<file path="src/rtl/snow64_float_int_cast_unit.sv">
// Float <-> integer conversion unit.
// Accepts one command in IDLE, normalizes in NORM, rounds/saturates in ROUND,
// then holds the result in DONE until the consumer acknowledges it.
module snow64_float_int_cast_unit #(
    parameter int EXP_WIDTH  = 8,
    parameter int MANT_WIDTH = 7
) (
    input  logic                            clk,
    input  logic                            rst_n,
    input  logic                            in_start,
    input  logic                            in_dir,
    input  logic                            in_round_mode,
    input  logic [1:0]                      in_int_type_size,
    input  logic                            in_type_signedness,
    input  logic [63:0]                     in_int_data,
    input  logic [EXP_WIDTH+MANT_WIDTH:0]   in_float_data,
    input  logic                            in_result_ack,
    output logic                            out_can_accept_cmd,
    output logic                            out_valid,
    output logic [63:0]                     out_int_data,
    output logic [EXP_WIDTH+MANT_WIDTH:0]   out_float_data,
    output logic                            out_inexact,
    output logic                            out_overflow
);
    localparam int FW   = 1 + EXP_WIDTH + MANT_WIDTH;
    localparam int BIAS = (1 << (EXP_WIDTH - 1)) - 1;

    localparam logic [1:0] ST_IDLE  = 2'd0;
    localparam logic [1:0] ST_NORM  = 2'd1;
    localparam logic [1:0] ST_ROUND = 2'd2;
    localparam logic [1:0] ST_DONE  = 2'd3;

    logic [1:0]  state;
    logic        accept;

    // captured command
    logic        c_dir, c_rm, c_sg;
    logic [1:0]  c_sz;
    logic [63:0] c_int;
    logic [FW-1:0] c_flt;

    // NORM-stage results (shared between directions)
    logic                 n_sign, n_zero, n_guard, n_sticky;
    logic                 n_nan, n_inf, n_huge, n_mnz;
    logic [EXP_WIDTH-1:0] n_exp;
    logic [63:0]          n_mag;

    assign out_can_accept_cmd = (state == ST_IDLE);
    assign out_valid          = (state == ST_DONE);
    assign accept             = in_start && out_can_accept_cmd;

    // FSM sequencing; ack only matters while the result is presented
    always_ff @(posedge clk or negedge rst_n) begin
        if (!rst_n) begin
            state <= ST_IDLE;
        end else begin
            case (state)
                ST_IDLE:  if (accept) state <= ST_NORM;
                ST_NORM:  state <= ST_ROUND;
                ST_ROUND: state <= ST_DONE;
                default:  if (in_result_ack) state <= ST_IDLE;
            endcase
        end
    end

    // operand capture on accept
    always_ff @(posedge clk or negedge rst_n) begin
        if (!rst_n) begin
            c_dir <= 1'b0; c_rm <= 1'b0; c_sg <= 1'b0; c_sz <= 2'd0;
            c_int <= '0;   c_flt <= '0;
        end else if (accept) begin
            c_dir <= in_dir;
            c_rm  <= in_round_mode;
            c_sg  <= in_type_signedness;
            c_sz  <= in_int_type_size;
            c_int <= in_int_data;
            c_flt <= in_float_data;
        end
    end

    // ---------------- NORM combinational ----------------
    logic [63:0]          i_ext, i_mag, i_norm;
    logic                 i_neg;
    logic [6:0]           i_clz;
    logic [EXP_WIDTH-1:0] i_exp;

    logic                 f_sign, f_nan, f_inf, f_zero, f_huge, f_tiny;
    logic [EXP_WIDTH-1:0] f_exp;
    logic [MANT_WIDTH-1:0] f_mant;
    int                   f_unb;
    logic [127:0]         f_wk;

    // int->float: extend to 64 bits, take magnitude, find leading one
    always_comb begin
        case (c_sz)
            2'd0:    i_ext = c_sg ? {{56{c_int[7]}},  c_int[7:0]}  : {56'd0, c_int[7:0]};
            2'd1:    i_ext = c_sg ? {{48{c_int[15]}}, c_int[15:0]} : {48'd0, c_int[15:0]};
            2'd2:    i_ext = c_sg ? {{32{c_int[31]}}, c_int[31:0]} : {32'd0, c_int[31:0]};
            default: i_ext = c_int;
        endcase
        i_neg = c_sg & i_ext[63];
        i_mag = i_neg ? (~i_ext + 64'd1) : i_ext;
        i_clz = 7'd64;
        for (int b = 0; b < 64; b++)
            if (i_mag[b]) i_clz = 7'(63 - b);
        i_norm = i_mag << i_clz[5:0];
        i_exp  = EXP_WIDTH'(BIAS + 63 - int'(i_clz));
    end

    // float->int: place {1,mant} in a 64.64 fixed-point window
    always_comb begin
        f_sign = c_flt[FW-1];
        f_exp  = c_flt[FW-2 -: EXP_WIDTH];
        f_mant = c_flt[MANT_WIDTH-1:0];
        f_nan  = (&f_exp) & (|f_mant);
        f_inf  = (&f_exp) & ~(|f_mant);
        f_zero = ~(|f_exp);
        f_unb  = int'(f_exp) - BIAS;
        f_huge = (f_unb >= 64);
        f_tiny = (f_unb < -1);
        f_wk   = '0;
        if (!f_huge && !f_tiny)
            f_wk = {{(127 - MANT_WIDTH){1'b0}}, 1'b1, f_mant} << 7'(64 + f_unb - MANT_WIDTH);
    end

    // NORM -> ROUND pipeline register
    always_ff @(posedge clk or negedge rst_n) begin
        if (!rst_n) begin
            n_sign <= 1'b0; n_zero <= 1'b0; n_guard <= 1'b0; n_sticky <= 1'b0;
            n_nan <= 1'b0;  n_inf <= 1'b0;  n_huge <= 1'b0;  n_mnz <= 1'b0;
            n_exp <= '0;    n_mag <= '0;
        end else if (state == ST_NORM) begin
            if (!c_dir) begin
                n_sign   <= i_neg;
                n_zero   <= (i_mag == 64'd0);
                n_exp    <= i_exp;
                n_mag    <= i_norm;
                n_guard  <= 1'b0;
                n_sticky <= 1'b0;
                n_nan    <= 1'b0;
                n_inf    <= 1'b0;
                n_huge   <= 1'b0;
                n_mnz    <= 1'b0;
            end else begin
                n_sign   <= f_sign;
                n_zero   <= f_zero;
                n_exp    <= f_exp;
                n_mag    <= f_wk[127:64];
                n_guard  <= f_wk[63];
                n_sticky <= (|f_wk[62:0]) | f_tiny;
                n_nan    <= f_nan;
                n_inf    <= f_inf;
                n_huge   <= f_huge;
                n_mnz    <= |f_mant;
            end
        end
    end

    // ---------------- ROUND combinational ----------------
    logic                  i_g, i_s, i_inc;
    logic [MANT_WIDTH:0]   i_msum;
    logic [EXP_WIDTH-1:0]  i_rexp;
    logic [FW-1:0]         r_float;
    logic                  r_f_inx;

    // int->float: round-nearest-even on the bits below the kept mantissa
    always_comb begin
        i_g     = n_mag[62 - MANT_WIDTH];
        i_s     = |(n_mag << (MANT_WIDTH + 2));
        i_inc   = c_rm & i_g & (i_s | n_mag[63 - MANT_WIDTH]);
        i_msum  = {1'b0, n_mag[62 -: MANT_WIDTH]} + (MANT_WIDTH+1)'(i_inc);
        i_rexp  = n_exp + EXP_WIDTH'(i_msum[MANT_WIDTH]);
        r_float = n_zero ? '0 : {n_sign, i_rexp, i_msum[MANT_WIDTH-1:0]};
        r_f_inx = ~n_zero & (i_g | i_s);
    end

    logic        f_inc, f_big;
    logic [64:0] f_rmag, f_half, f_umax, f_smax;
    logic [63:0] r_int;
    logic        r_i_inx, r_i_ovf;

    // float->int: round, range-check against the selected type, saturate
    always_comb begin
        f_half  = 65'd1 << ((32'd8 << c_sz) - 32'd1);
        f_umax  = (65'd1 << (32'd8 << c_sz)) - 65'd1;
        f_smax  = f_half - 65'd1;
        f_inc   = c_rm & n_guard & (n_sticky | n_mag[0]);
        f_rmag  = {1'b0, n_mag} + 65'(f_inc);
        f_big   = n_huge | n_inf;
        r_int   = '0;
        r_i_inx = 1'b0;
        r_i_ovf = 1'b0;
        if (n_nan) begin
            r_i_ovf = 1'b1;
        end else if (n_zero) begin
            r_i_inx = n_mnz;
        end else begin
            r_i_inx = n_guard | n_sticky;
            if (!n_sign) begin
                r_i_ovf = f_big | (f_rmag > (c_sg ? f_smax : f_umax));
                r_int   = r_i_ovf ? (c_sg ? f_smax[63:0] : f_umax[63:0]) : f_rmag[63:0];
            end else if (c_sg) begin
                r_i_ovf = f_big | (f_rmag > f_half);
                r_int   = r_i_ovf ? (~f_half[63:0] + 64'd1) : (~f_rmag[63:0] + 64'd1);
            end else begin
                r_i_ovf = f_big | (f_rmag != 65'd0);
            end
        end
    end

    // result registers, loaded on ROUND->DONE; unused direction port is zero
    always_ff @(posedge clk or negedge rst_n) begin
        if (!rst_n) begin
            out_int_data   <= '0;
            out_float_data <= '0;
            out_inexact    <= 1'b0;
            out_overflow   <= 1'b0;
        end else if (state == ST_ROUND) begin
            out_int_data   <= c_dir ? r_int : 64'd0;
            out_float_data <= c_dir ? '0 : r_float;
            out_inexact    <= c_dir ? r_i_inx : r_f_inx;
            out_overflow   <= c_dir ? r_i_ovf : 1'b0;
        end
    end
endmodule
</file>
<file path="config.mk">
export PLATFORM = sky130hd
export DESIGN_NAME = snow64_float_int_cast_unit
export DESIGN_NICKNAME = d
export VERILOG_FILES = /design/src/rtl/snow64_float_int_cast_unit.sv
export SDC_FILE = /design/constraint.sdc
export NUM_CORES = 1
export LEC_CHECK = 0
export ABC_CLOCK_PERIOD_IN_PS = 6800
export CORE_MARGIN = 3
export CORE_UTILIZATION = 36
export DETAILED_ROUTE_END_ITERATION = 7
export HOLD_SLACK_MARGIN = 0.03
export MAX_ROUTING_LAYER = met4
export SETUP_SLACK_MARGIN = 0.15
export SYNTH_ARGS = -nofsm -noshare
export SYNTH_HDL_FRONTEND = slang
export SYNTH_SLANG_ARGS = --single-unit
</file>
<file path="constraint.sdc">
create_clock -name clk -period 6.8 [get_ports clk]
set_clock_uncertainty 0.2 [all_clocks]
set_input_delay 0.68 -clock clk [delete_from_list [all_inputs] [get_ports clk]]
set_output_delay 0.68 -clock clk [all_outputs]
set_load 0.01 [all_outputs]
</file>
Word-level counts from Yosys, hierarchy flattened
Index checks and enable logic that the tools add are counted.
Word-level totals
  register bits: 249
  input port bits: 89
  bits in read-only memories: 0
  latch bits: 0
  output and inout bits: 84
  word-level logic and storage cells: 189
  memories: 0
  memory bits (writable): 0
Operators by class
  shift-type cells: 5
  mux-type cells: 102
  reductions and logical operators: 15
  divide/modulo/power cells: 0
  $mul: 0
  bitwise gates (word level): 23
  order comparisons: 4
  add/subtract/negate cells: 13
  equal/unequal tests: 6
Operators by type and width (number)
  $mux 64: 13
  $mux 7: 64
  $add 64x1->64 const B: 3
  $not 64->64: 3
  $pmux 64 s3: 1
  $gt 65x65->1: 2
  $shl 1x32->65 const A: 2
  $sub 65x1->65 const B: 2
  $mux 128: 1
  $shl 8x7->128: 1
  $add 64x1->65: 1
  $mux 65: 1
  $reduce_bool 65->1: 1
  $logic_not 64->1: 1
  $shl 64x6->64: 1
  $reduce_or 63->1: 1
  $reduce_or 55->1: 1
  $mux 16: 2
  $shl 4x2->32 const A: 1
  $sub 32x1->32 const B: 1
  $mux 1: 16
  $ge 9x8->1 const B: 1
  $lt 9x1->1 const B: 1
  $or 1x1->1: 9
  22 further kinds: 38

Depth between registers and ports, before layout
  depth in word-level cells: 71
  depth in mapped cells: 36
  mapped depth without buffers: 30

Worst setup path before layout
Ideal clock, no wire load.
  path kind: reg2reg
  start: register c_sz[0]
  end: register out_int_data[62]
  clock period less this slack: 7249 ps
  required time: 6469 ps
  cell stages (with the launch flop): 33
  data arrival time: 6918 ps
  buffers on the path: 9
  slack: -449 ps
  cell sequence: dfrtp_1 buf_2 and2_1 clkbuf_1 inv_1 clkbuf_1 clkbuf_1 buf_1 nand3_1 ha_1 nand3_1 a311oi_1 nor2_1 o211ai_1 nor3_1 a21oi_1 o221ai_1 buf_2 clkbuf_1 buf_1 nand2_1 ha_1 clkbuf_1 nand2_1 nor3_1 nand3_1 nor2_1 nand2_1 mux2_2 or3b_1 nand3_1 o21ai_0 or3_1
Between the ends
  longest elaborated chain between the ends: 12
  elaborated cells on any way between the ends: 21
Ends and longest elaborated chain
  from (decl): RTL line 38  | logic [1:0] c_sz;
  from (signal assigned): RTL line 75  | c_sz <= in_int_type_size;
  $shl 4x2->32 *: RTL line 184, 185
  $sub 32x1->32: RTL line 184  | f_half = 65'd1 << ((32'd8 << c_sz) - 32'd1);
  $shl 1x32->65: RTL line 184
  $sub 65x1->65: RTL line 186  | f_smax = f_half - 65'd1;
  $mux 65: RTL line 200  | r_i_ovf = f_big | (f_rmag > (c_sg ? f_smax : f_umax));
  $gt 65x65->1: RTL line 200
  $or 1x1->1: RTL line 200
  $mux 64: RTL line 201  | r_int = r_i_ovf ? (c_sg ? f_smax[63:0] : f_umax[63:0]) : f_rmag[63:0];
  $mux 64 *: RTL line 199  | if (!n_sign) begin
  $mux 64 *: RTL line 195  | end else if (n_zero) begin
  $mux 64 *: RTL line 193  | if (n_nan) begin
  $mux 64 *: RTL line 219  | out_int_data <= c_dir ? r_int : 64'd0;
  to (signal assigned): RTL line 219
  to (decl): RTL line 20  | output logic [63:0] out_int_data,
Mark *: on every way between the ends. The rest lies on a longest branch, timed or not.
A chain may end at the register's enable or synchronous reset.

Worst setup path after layout
  start: register c_int[3]
  end: register n_mag[46]
Between the ends
  longest elaborated chain between the ends: 68
  elaborated cells on any way between the ends: 70
Ends and longest elaborated chain
  from (decl): RTL line 39  | logic [63:0] c_int;
  from (signal assigned): RTL line 76  | c_int <= in_int_data;
  $mux 64, on equally long branches: RTL line 98, 96, 97
  $pmux 64 s3 *: RTL line 95  | case (c_sz)
  $not 64->64: RTL line 102  | i_mag = i_neg ? (~i_ext + 64'd1) : i_ext;
  $add 64x1->64: RTL line 102
  $mux 64 *: RTL line 102
  $mux 7 (61 in series): RTL line 105  | if (i_mag[b]) i_clz = 7'(63 - b);
  $shl 64x6->64 *: RTL line 106  | i_norm = i_mag << i_clz[5:0];
  $mux 64 *: RTL line 133  | if (!c_dir) begin
  to (signal assigned): RTL line 137  | n_mag <= i_norm;
  to (signal assigned): RTL line 148  | n_mag <= f_wk[127:64];
  to (decl): RTL line 46  | logic [63:0] n_mag;
Marked as above.

==> results.txt <==
----------------------------------------------------
[Logic synthesis]
  FFs w/ async S/R, synth ... 100%
  Syn Inst Count ... 3467
  Largest cells by area after synthesis ... dfrtp_1 23%, mux2_2 6.7%, mux2i_1 5.5%
  Number of enable-type register cells in the synthesized netlist ... 0
  Top FF cell, synth ... dfrtp_1
  Register area share after synthesis ... 23.1%
  Unique cell type count in the Yosys netlist ... 113
  Mean instance size in the synthesized netlist ... 7.78 sq um
  Area fraction of the dominant cell type after synthesis ... 23.1%
  Number of warning messages in the yosys log ... 0
  Seq cells post-synth ... 249
  Post-Synthesis Cell Area ... 27000 sq um
  Area leader, netlist ... dfrtp_1

[Clock network]
  Clock latency at the later pin of the worst-skew pair ... 570 ps
  Clock tree root driver cell ... clkbuf_16
  Max Root-Sink Buffers ... 3
  Level count of the clock H-tree ... 2
  Clock transition at path regs ... 60 ps
  Inserted Clock Buffers ... 34
  CTS tree ... built
  CTS sink cnt ... 249

[Place]
  Final HPWL from detailed placement ... 96000 um
  Routability Congestion ... 1.06
  Cell Count Post-Placement ... 4667
  Count of port buffers added during placement ... 172

[Detailed routing]
  Routed Wire Length ... 121000 um
  DR vias ... 30000
  Number of design-rule violations left by the first detailed-router iteration ... 3222
  DRC violation count after routing ... 0
  Mean routed wirelength per cell ... 25.6 um
  Antenna viol nets, final ... 0
  Initial DRT Pass Iterations ... 7
  Vias/cell ... 6.33

[Floorplanning]
  Floorplan die width ... 280 um
  Die Ht ... 280 um
  Area of the die ... 78200 sq um
  Cell Rows ... 99
  Placeable Area ... 73600 sq um
  I/O pin total ... 173
  Starting density of the core ... 36.7%

[Finish]
  Footprint of the multi-input gates ... 19600 sq um
  Count of placed standard cells in the final layout, fillers left out ... 4734
  Share of layout cells above drive strength 1 ... 17.1%
  Commonest non-fill, non-tap cells in the layout ... 330 x nor2_1, 303 x buf_4, 289 x a21oi_1
  Leading cell type in the layout, fill and taps excluded ... nor2_1
  Total of fill cells in the finished design ... 7528
  Storage cell area ... 6230 sq um
  Final layout net count ... 3937
  Synthesis-to-finish area growth ... 20.9%

[Timing]
  Minimum clock period after layout ... 6480 ps
  Maximum clock frequency ... 0.154 GHz
  Summed negative setup slack over all endpoints ... 0 ps
  Max-slew violation total from the final report ... 0
  Setup repair after global routing missed its margin ... yes
  Hold Fails Final Rpt ... 0
  Tightest slew margin relative to the limit ... 21.6%
  Setup violation total in the final timing report ... 0
  Worst Max-Slew Pin Slew ... 1170 ps
  Period utilization ... 95.2%

[Critical path]
  CP Capture Type ... register
  Category of the worst setup path launch point ... register
  Worst path arrival time ... 6760 ps
  Maximum fanout count along the critical path ... 23
  Crit Path Class ... reg2reg
  WP data required ... 7080 ps

[Flow run]
  Max-cap violations ... 0

[Global routing]
  Maximum number of pins on one net before global-route repair ... 95
  GRT Util Overall ... 30.8%
  Global-route wire length before repair ... 181000 um
  Number of antenna violations at the first check in global routing ... 2
  Vias in the first global route ... 28200
  Overall overflow remaining after global route ... 0

[Hold path]
  Min-Delay Path Class ... reg2reg

[Run status]
  Outcome ... finished, final reports clean

----------------------------------------------------
[metal layers]
layer	track usage, %	vias up	share of wire, %
met5	-	-	0
met2	48.4	1531	45
met3	3.93	337	7.6
met1	39.1	14400	41
met4	15.2	0	6.1
li1	-	13700	-
[flip-flops by register name, indices dropped and copies added, names as in the netlist, 2 cells and up]
name            flops
out_int_data       64
c_sz                2
n_exp               8
n_mag              64
state               2
c_int              64
c_flt              16
out_float_data     16
[synth_stat cells (88+ instances only)]
library cell and n:
ha_1 96, mux2i_1 148, nor3_1 104, nand2_1 287, o21ai_0 251, nor2_1 332
mux2_2 161, a21oi_1 290, dfrtp_1 249, inv_1 88, clkbuf_1 162, nand3_1 129
[worst max-delay path, cell delays in order (launching register included)]
cell,delay (ps)
dfrtp_1,470
or4_1,730
a2111o_1,580
nor3_4,370
nand3_1,320
nor2_2,300
mux2_2,360
a211o_1,290
o21bai_1,290
o21ai_2,180
and2_4,370
buf_12,210
a21oi_1,80
mux2i_1,600
mux2i_1,300
mux2i_1,430
mux2i_1,140
o22ai_1,140
[cell type report]
cell class / instances / area share [%]
flip-flops and latches: 249 / 19.1
diodes: 1 / 0.00767
well taps: 959 / 3.68
clock buffers: 44 / 2.91
inverters: 91 / 1.05
repair buffers: 480 / 12.5
multi-input cells: 2896 / 60.2
clock inverters: 14 / 0.480
[cell families after synthesis]
| logic type | synth area share, % |
|---|---|
| other cells | 0.0278 |
| compound gates | 27.5 |
| buf+inv | 5.10 |
| mux | 13.1 |
| xor+xnor | 4.55 |
| simple gates | 22.1 |
| fa+ha+maj | 4.49 |
| flops | 23.1 |
[through the flow]
step / utilization [%] / cell area, sq um / setup slack (ps) / hold WS, ps
2_1_floorplan: - / 27000 / 188 / 184
3_3_place_gp: 42.5 / 31300 / 175 / 271
3_5_place_dp: 42.5 / 31300 / 55.0 / 273
4_1_cts: 44.1 / 32400 / 170 / 288
5_1_grt: 44.3 / 32600 / 84.9 / 309
6_report: 44.3 / 32600 / 325 / 282
[path summary, 6_finish.rpt]
| kind | startpoint | slack, ps | cells after the start | endpoint |
|---|---|---|---|---|
| worst max-delay path | c_int[3] | 320 | 17 | n_mag[46] |
| worst min-delay path | out_float_data[9] | 280 | 1 | out_float_data[9] |
| worst max register to register | c_int[3] | 320 | 17 | n_mag[46] |
| worst min register to register | out_float_data[9] | 280 | 1 | out_float_data[9] |
| max in group asynchronous | rst_n | 4530 | 3 | c_int[56] |
| min in group asynchronous | rst_n | 470 | 2 | out_int_data[6] |
[timing repair]
| action | 4_1_cts | 5_1_grt |
|---|---|---|
| hold buffers | 1 | 0 |
| buffers inserted | 2 | 5 |
| endpoints found under the setup margin | 13 | 100 |
| gates resized for setup | 0 | 37 |
| hold endpoints to repair | 71 | 0 |
| pin swaps | 0 | 6 |
Power is left out: the tool's default activity adds up to more than one toggle a clock period on the data nets, which glitch-free logic cannot reach.
